[config.mk]
export PLATFORM = sky130hd
export DESIGN_NAME = alert_monitor
export DESIGN_NICKNAME = d
export VERILOG_FILES = /design/src/rtl/alert_monitor.sv
export SDC_FILE = /design/constraint.sdc
export NUM_CORES = 1
export LEC_CHECK = 0
export CAP_MARGIN = 20
export CORE_MARGIN = 1.5
export CORE_UTILIZATION = 54
export CTS_BUF_LIST = sky130_fd_sc_hd__clkbuf_4 sky130_fd_sc_hd__clkbuf_8
export CTS_CLUSTER_SIZE = 20
export DETAILED_ROUTE_END_ITERATION = 10
export GPL_ROUTABILITY_DRIVEN = 0
export PLACE_DENSITY = 0.85
export SYNTH_ARGS = -nofsm -noshare
export SYNTH_HDL_FRONTEND = slang
export SYNTH_SLANG_ARGS = --single-unit
[constraint.sdc]
create_clock -name clk -period 3 [get_ports clk]
set_input_delay 0.45 -clock clk [delete_from_list [all_inputs] [get_ports clk]]
set_output_delay 0.45 -clock clk [all_outputs]
set_load 0.02 [all_outputs]
[src/rtl/alert_monitor.sv]
`default_nettype none
// ============================================================================
//  Module      : alert_monitor
//  Description : Derives the three level flags consumed by the piezo buzzer
//                driver: norm_mode (powered up and running), ovr_spd (motor
//                duty overspeed, held for a fixed time after the last
//                overspeed sample) and batt_low (debounced, hysteretic
//                low-battery warning).
//
//  Ports       :
//    clk        in   1   system clock
//    rst        in   1   asynchronous active-high reset
//    pwr_up     in   1   rider/power-up enable (level)
//    batt       in  12   unsigned battery ADC code
//    batt_vld   in   1   one-cycle strobe, batt valid
//    lft_duty   in  12   signed left motor duty
//    rght_duty  in  12   signed right motor duty
//    duty_vld   in   1   one-cycle strobe, both duties valid
//    norm_mode  out  1   normal-operation flag (registered)
//    ovr_spd    out  1   overspeed warning flag (registered)
//    batt_low   out  1   low-battery warning flag (registered)
//
//  Revision    : 1.0  initial release
// ============================================================================
module alert_monitor #(
    parameter logic [11:0] BATT_LOW_THRESH = 12'h800,
    parameter logic [11:0] BATT_HYST       = 12'h040,
    parameter int unsigned BATT_CNT        = 4,
    parameter logic [10:0] OVR_SPD_THRESH  = 11'd1536,
    parameter int unsigned HOLD_CYCLES     = 25_000_000,
    parameter int unsigned HOLD_W          = 25
) (
    input  logic        clk,
    input  logic        rst,
    input  logic        pwr_up,
    input  logic [11:0] batt,
    input  logic        batt_vld,
    input  logic [11:0] lft_duty,
    input  logic [11:0] rght_duty,
    input  logic        duty_vld,
    output logic        norm_mode,
    output logic        ovr_spd,
    output logic        batt_low
);

    localparam logic [HOLD_W-1:0] C_HOLD_LOAD = HOLD_W'(HOLD_CYCLES);
    localparam logic [3:0]        C_BATT_CNT  = 4'(BATT_CNT);
    // Clear level computed at 13 bits so threshold + hysteresis cannot wrap.
    localparam logic [12:0]       C_BATT_CLR  = {1'b0, BATT_LOW_THRESH} + {1'b0, BATT_HYST};

    typedef enum logic [0:0] {
        ST_OFF = 1'b0,
        ST_RUN = 1'b1
    } state_t;

    state_t              state_q, state_d;
    logic                norm_mode_q, norm_mode_d;
    logic                ovr_spd_q, ovr_spd_d;
    logic                batt_low_q, batt_low_d;
    logic [3:0]          batt_cnt_q, batt_cnt_d;
    logic [HOLD_W-1:0]   hold_cnt_q, hold_cnt_d;

    logic [11:0] w_lft_mag;
    logic [11:0] w_rght_mag;
    logic        w_exceed;
    logic        w_batt_is_low;
    logic        w_batt_is_ok;
    logic        w_batt_qual;

    // Magnitude as 12-bit unsigned: -2048 negates to 12'h800, i.e. 2048.
    always_comb begin
        w_lft_mag  = lft_duty[11]  ? (~lft_duty  + 12'd1) : lft_duty;
        w_rght_mag = rght_duty[11] ? (~rght_duty + 12'd1) : rght_duty;
        w_exceed   = (w_lft_mag  > {1'b0, OVR_SPD_THRESH}) ||
                     (w_rght_mag > {1'b0, OVR_SPD_THRESH});
    end

    // A sample equal to the threshold falls in the band between low and ok.
    always_comb begin
        w_batt_is_low = (batt < BATT_LOW_THRESH);
        w_batt_is_ok  = ({1'b0, batt} >= C_BATT_CLR);
        // Samples that move the flag toward its opposite value.
        w_batt_qual   = batt_low_q ? w_batt_is_ok : w_batt_is_low;
    end

    always_comb begin
        state_d     = state_q;
        norm_mode_d = norm_mode_q;
        ovr_spd_d   = ovr_spd_q;
        batt_low_d  = batt_low_q;
        batt_cnt_d  = batt_cnt_q;
        hold_cnt_d  = hold_cnt_q;

        if (state_q == ST_OFF) begin
            norm_mode_d = 1'b0;
            ovr_spd_d   = 1'b0;
            batt_low_d  = 1'b0;
            batt_cnt_d  = 4'd0;
            hold_cnt_d  = '0;
            // Strobes in this cycle are ignored even when pwr_up is high.
            if (pwr_up) begin
                state_d     = ST_RUN;
                norm_mode_d = 1'b1;
            end
        end else if (!pwr_up) begin
            state_d     = ST_OFF;
            norm_mode_d = 1'b0;
            ovr_spd_d   = 1'b0;
            batt_low_d  = 1'b0;
            batt_cnt_d  = 4'd0;
            hold_cnt_d  = '0;
        end else begin
            norm_mode_d = 1'b1;

            // Battery debounce: consecutive qualifying samples toggle the flag;
            // any non-qualifying sample restarts the count.
            if (batt_vld) begin
                if (w_batt_qual) begin
                    if ((batt_cnt_q + 4'd1) == C_BATT_CNT) begin
                        batt_low_d = ~batt_low_q;
                        batt_cnt_d = 4'd0;
                    end else begin
                        batt_cnt_d = batt_cnt_q + 4'd1;
                    end
                end else begin
                    batt_cnt_d = 4'd0;
                end
            end

            // Overspeed hold: an exceed sample (re)loads the counter; otherwise
            // the held flag counts down every cycle and drops one cycle after 0.
            if (duty_vld && w_exceed) begin
                ovr_spd_d  = 1'b1;
                hold_cnt_d = C_HOLD_LOAD;
            end else if (ovr_spd_q) begin
                if (hold_cnt_q == '0) begin
                    ovr_spd_d = 1'b0;
                end else begin
                    hold_cnt_d = hold_cnt_q - 1'b1;
                end
            end
        end
    end

    always_ff @(posedge clk or posedge rst) begin
        if (rst) begin
            state_q     <= ST_OFF;
            norm_mode_q <= 1'b0;
            ovr_spd_q   <= 1'b0;
            batt_low_q  <= 1'b0;
            batt_cnt_q  <= 4'd0;
            hold_cnt_q  <= '0;
        end else begin
            state_q     <= state_d;
            norm_mode_q <= norm_mode_d;
            ovr_spd_q   <= ovr_spd_d;
            batt_low_q  <= batt_low_d;
            batt_cnt_q  <= batt_cnt_d;
            hold_cnt_q  <= hold_cnt_d;
        end
    end

    assign norm_mode = norm_mode_q;
    assign ovr_spd   = ovr_spd_q;
    assign batt_low  = batt_low_q;

endmodule
`default_nettype wire
==> impl_metrics.tcl <==
set metrics [dict create \
    initial_antenna_violation_count 0 \
    end_kind "register" \
    internal_power_uw 787.5 \
    cts_setup_buffers 0 \
    leakage_nw 1.260 \
    crit-reg2reg-capture "hold_cnt_q[11]" \
    final_count_of_hold_timing_violations 0 \
    library_cell_with_the_highest_instance_count_after_synthesis "sky130_fd_sc_hd__dfrtp_1" \
    ys_warn_count 0 \
    power.combinational.fraction_pct 25.6 \
    ys_ff_latch 32 \
    setup.worst_path.end "hold_cnt_q[2]" \
    htree_num_levels 2 \
    final_layout_size_suffix_gt1_share_pct 16.22 \
    floorplan.initialDensity_pct 55.92 \
    timing.max_cap.violations 0 \
    routed_wirelength_um 5658 \
    synth-seq-area-share_pct 36.06 \
    tritoncts_num_sinks 32 \
    power_frac_seq_pct 42.0 \
    critPathArrivalTime_ns 3.17 \
    io_buffer_count 37 \
    setup.worst_path.start_class "input port" \
    dr_total_vias 2279 \
    cpPeakStageDelay_ns 0.59 \
    finalNetCount 384 \
    route.detailed.wl_per_inst_um 14.54 \
    worstSkewPairLatency_ns 0.28 \
    timing.slew.headroom_pct 61.88 \
    detailedRoute.firstIterationViolations 175 \
    final.setup.worst_slack_ns 0.03288 \
    grt-ovfl-total 0 \
    skew_ns 0.005212 \
    cell_types_with_the_highest_counts_after_synthesis "32 x sky130_fd_sc_hd__dfrtp_1, 29 x sky130_fd_sc_hd__nor2_1, 25 x sky130_fd_sc_hd__a21oi_1, 21 x sky130_fd_sc_hd__xnor2_1, 17 x sky130_fd_sc_hd__nor4_1" \
    setup_viol_count_final 0 \
    synthesis.area_mm2 0.002221 \
    floorplan.die.width_um 67.13 \
    std_cell_rows 23 \
    final_non_filler_cell_area_mm2 0.003019 \
    final_max_slew_viol_count 0 \
    netlist_top_cells_area "sky130_fd_sc_hd__dfrtp_1 36%, sky130_fd_sc_hd__xnor2_1 8.3%, sky130_fd_sc_hd__a21oi_1 5.6%" \
    n_diodes 0 \
    syn-mean-instance-area_um2 8.412 \
    die_area_mm2 0.004506 \
    dpl-instance-area_mm2 0.002888 \
    clkTransAtPathRegs_ns 0.06 \
    path_common_cell "sky130_fd_sc_hd__o41a_1" \
    synth_cells 264 \
    area_growth_pct 35.94 \
    timing.final.crit_share_pct 98.90 \
    dpl_worst_slack_ns -0.2596 \
    cpMaxStageDelayCell "sky130_fd_sc_hd__or4_4" \
    cts_tree "yes" \
    portion_of_synthesized_cell_area_occupied_by_the_leading_cell_type_pct 36.06 \
    drc 0 \
    cellPowerDensity_mw_per_mm2 362.1 \
    pin_count 44 \
    worstHoldPathType "reg2reg" \
    asyncSetResetFlopFracSynth_pct 100.0 \
    grt_max_degree 33 \
    detail_route.vias_per_cell 5.859 \
    post-dp-hpwl_um 4133 \
    depth_of_the_worst_register_to_register_path 7 \
    timing.reg2reg.setup_slack_ns 0.58 \
    r2r_start "hold_cnt_q[10]" \
    netlist-cell-type-count 48 \
    grt_first_pass_wirelength_um 9328 \
    die-height_um 67.13 \
    critical_path.cell_chain "clkdlybuf4s50_1, or4_4, nor4_4, o211a_1, a311oi_1, o41a_1, o41a_1, buf_4, a21oi_1" \
    switchingPower_uw 305.6 \
    critical_path_required_ns 3.20 \
    switching_fraction_of_total_power_pct 27.96 \
    first_global_vias 2142 \
    crit_path_max_fanout 6 \
    finalCoreUtilization_pct 76.02 \
    cts.root.buffer_cell "sky130_fd_sc_hd__clkbuf_8" \
    first_pass_iters 4 \
    synth_fp_nets 310 \
    floorplan.core_area_mm2 0.003971 \
    fmax_mhz 337.0 \
    number_of_enable_type_register_cells_in_the_synthesized_netlist 0 \
    critPathKind "in2reg" \
    slew_of_the_pin_with_the_lowest_slew_margin_ns 0.5659 \
    power_frac_clock_pct 32.4 \
    peak_supply_drop_v 0.0002735 \
    outcome "finished clean" \
    layout_min_cycle_time_ns 2.967 \
    drt.antenna.violating_nets 0 \
    synthDominantAreaCellType "sky130_fd_sc_hd__dfrtp_1" \
    setup.worst_path.start "rght_duty[5]" \
    grt_use_total_pct 26.81 \
    number_of_clock_buffers_inserted_by_tritoncts 5 \
    postSynth.topFlopCell "sky130_fd_sc_hd__dfrtp_1" \
    cts.path.max_buffers 2 \
]
-- state kept, by name, summed over array words and instances, names as in the netlist --
register,count
batt_low,1
hold_cnt_q,25
ovr_spd,1
batt_cnt_q,4
norm_mode,1
-- kinds of logic (layout without fill, tap and decap cells) --
group	Yosys count	count (layout)	synth area share (%)
flops	32	32	36.06
mux	3	3	1.408
buf+inv	17	92	3.155
fa+ha+maj	5	5	2.817
simple gates	118	118	28.28
xor+xnor	24	24	9.465
compound gates	65	65	18.82
-- layout by cell type (no fill, tap or decap), types with 5 or more instances in the layout --
master and instances:
sky130_fd_sc_hd__clkdlybuf4s50_1 37, sky130_fd_sc_hd__buf_4 34, sky130_fd_sc_hd__dfrtp_1 32, sky130_fd_sc_hd__nor2_1 29
sky130_fd_sc_hd__a21oi_1 25, sky130_fd_sc_hd__xnor2_1 21, sky130_fd_sc_hd__nor4_1 15, sky130_fd_sc_hd__nand2_1 15
sky130_fd_sc_hd__nor3_1 14, sky130_fd_sc_hd__inv_1 13, sky130_fd_sc_hd__o21ai_0 12, sky130_fd_sc_hd__nand2b_1 7
sky130_fd_sc_hd__or3_1 6, sky130_fd_sc_hd__nand3_1 6, sky130_fd_sc_hd__clkbuf_8 6, sky130_fd_sc_hd__or4_1 5
-- cell type report --
type	count	area, um2
clock buffer	8	97.59
fill	270	952.2
inverter	13	48.80
multi-input combinational	215	1384
sequential	32	800.8
tap	50	62.56
timing repair buffer	71	625.6
-- worst max-delay path: cells and delay by family --
kind / cells / cell delay, ns
and+or+nand+nor: 2 / 0.87
buffers and inverters: 2 / 0.59
AOI/OAI and AO/OA: 5 / 1.26
-- power groups by stage --
stage	Combinational [mW]	Sequential [mW]	Clock, mW
after CTS	0.273	0.459	0.361
after floorplan	0.140	0.465	0
after detailed placement	0.270	0.466	0
final	0.279	0.459	0.354
after global routing	0.307	0.461	0.383
after global placement	0.265	0.465	0
-- through the flow --
step	std cells	power (mW)	setup TNS, ns	hold slack [ns]
2_1_floorplan	264	0.6053	0	0.4668
3_3_place_gp	381	0.7301	-2.413	0.4839
3_5_place_dp	381	0.7360	-4.854	0.5141
4_1_cts	389	1.093	0	0.5269
5_1_grt	389	1.150	-0.1113	0.5565
6_report	389	1.093	0	0.5228
-- per-layer routing --
| layer | part of all wire, % | global-route usage, % | vias to the layer above |
|---|---|---|---|
| li1 | - | - | 1129 |
| met1 | 45 | 33.94 | 1083 |
| met2 | 49 | 45.30 | 58 |
| met3 | 5.4 | 6.667 | 9 |
| met4 | 1.3 | 7.908 | 0 |
| met5 | 0 | 0 | - |
-- how the worst min path moves through the flow --
stage,cells past startpoint,to,slack (ns),start
after CTS,1,batt_cnt_q[3],0.53,batt_cnt_q[3]
after floorplan,1,batt_cnt_q[3],0.47,batt_cnt_q[3]
after detailed placement,1,batt_cnt_q[3],0.51,batt_cnt_q[3]
after global routing,1,batt_cnt_q[3],0.56,batt_cnt_q[3]
after global placement,1,batt_cnt_q[3],0.48,batt_cnt_q[3]
final,1,batt_cnt_q[3],0.52,batt_cnt_q[3]
-- timing repair --
action,in CTS,in global routing
resized for setup,1,6
hold buffers,0,0
endpoints found under the setup margin,1,13
pin swaps,0,0
Note: power is estimated with default switching activity, not from simulation.
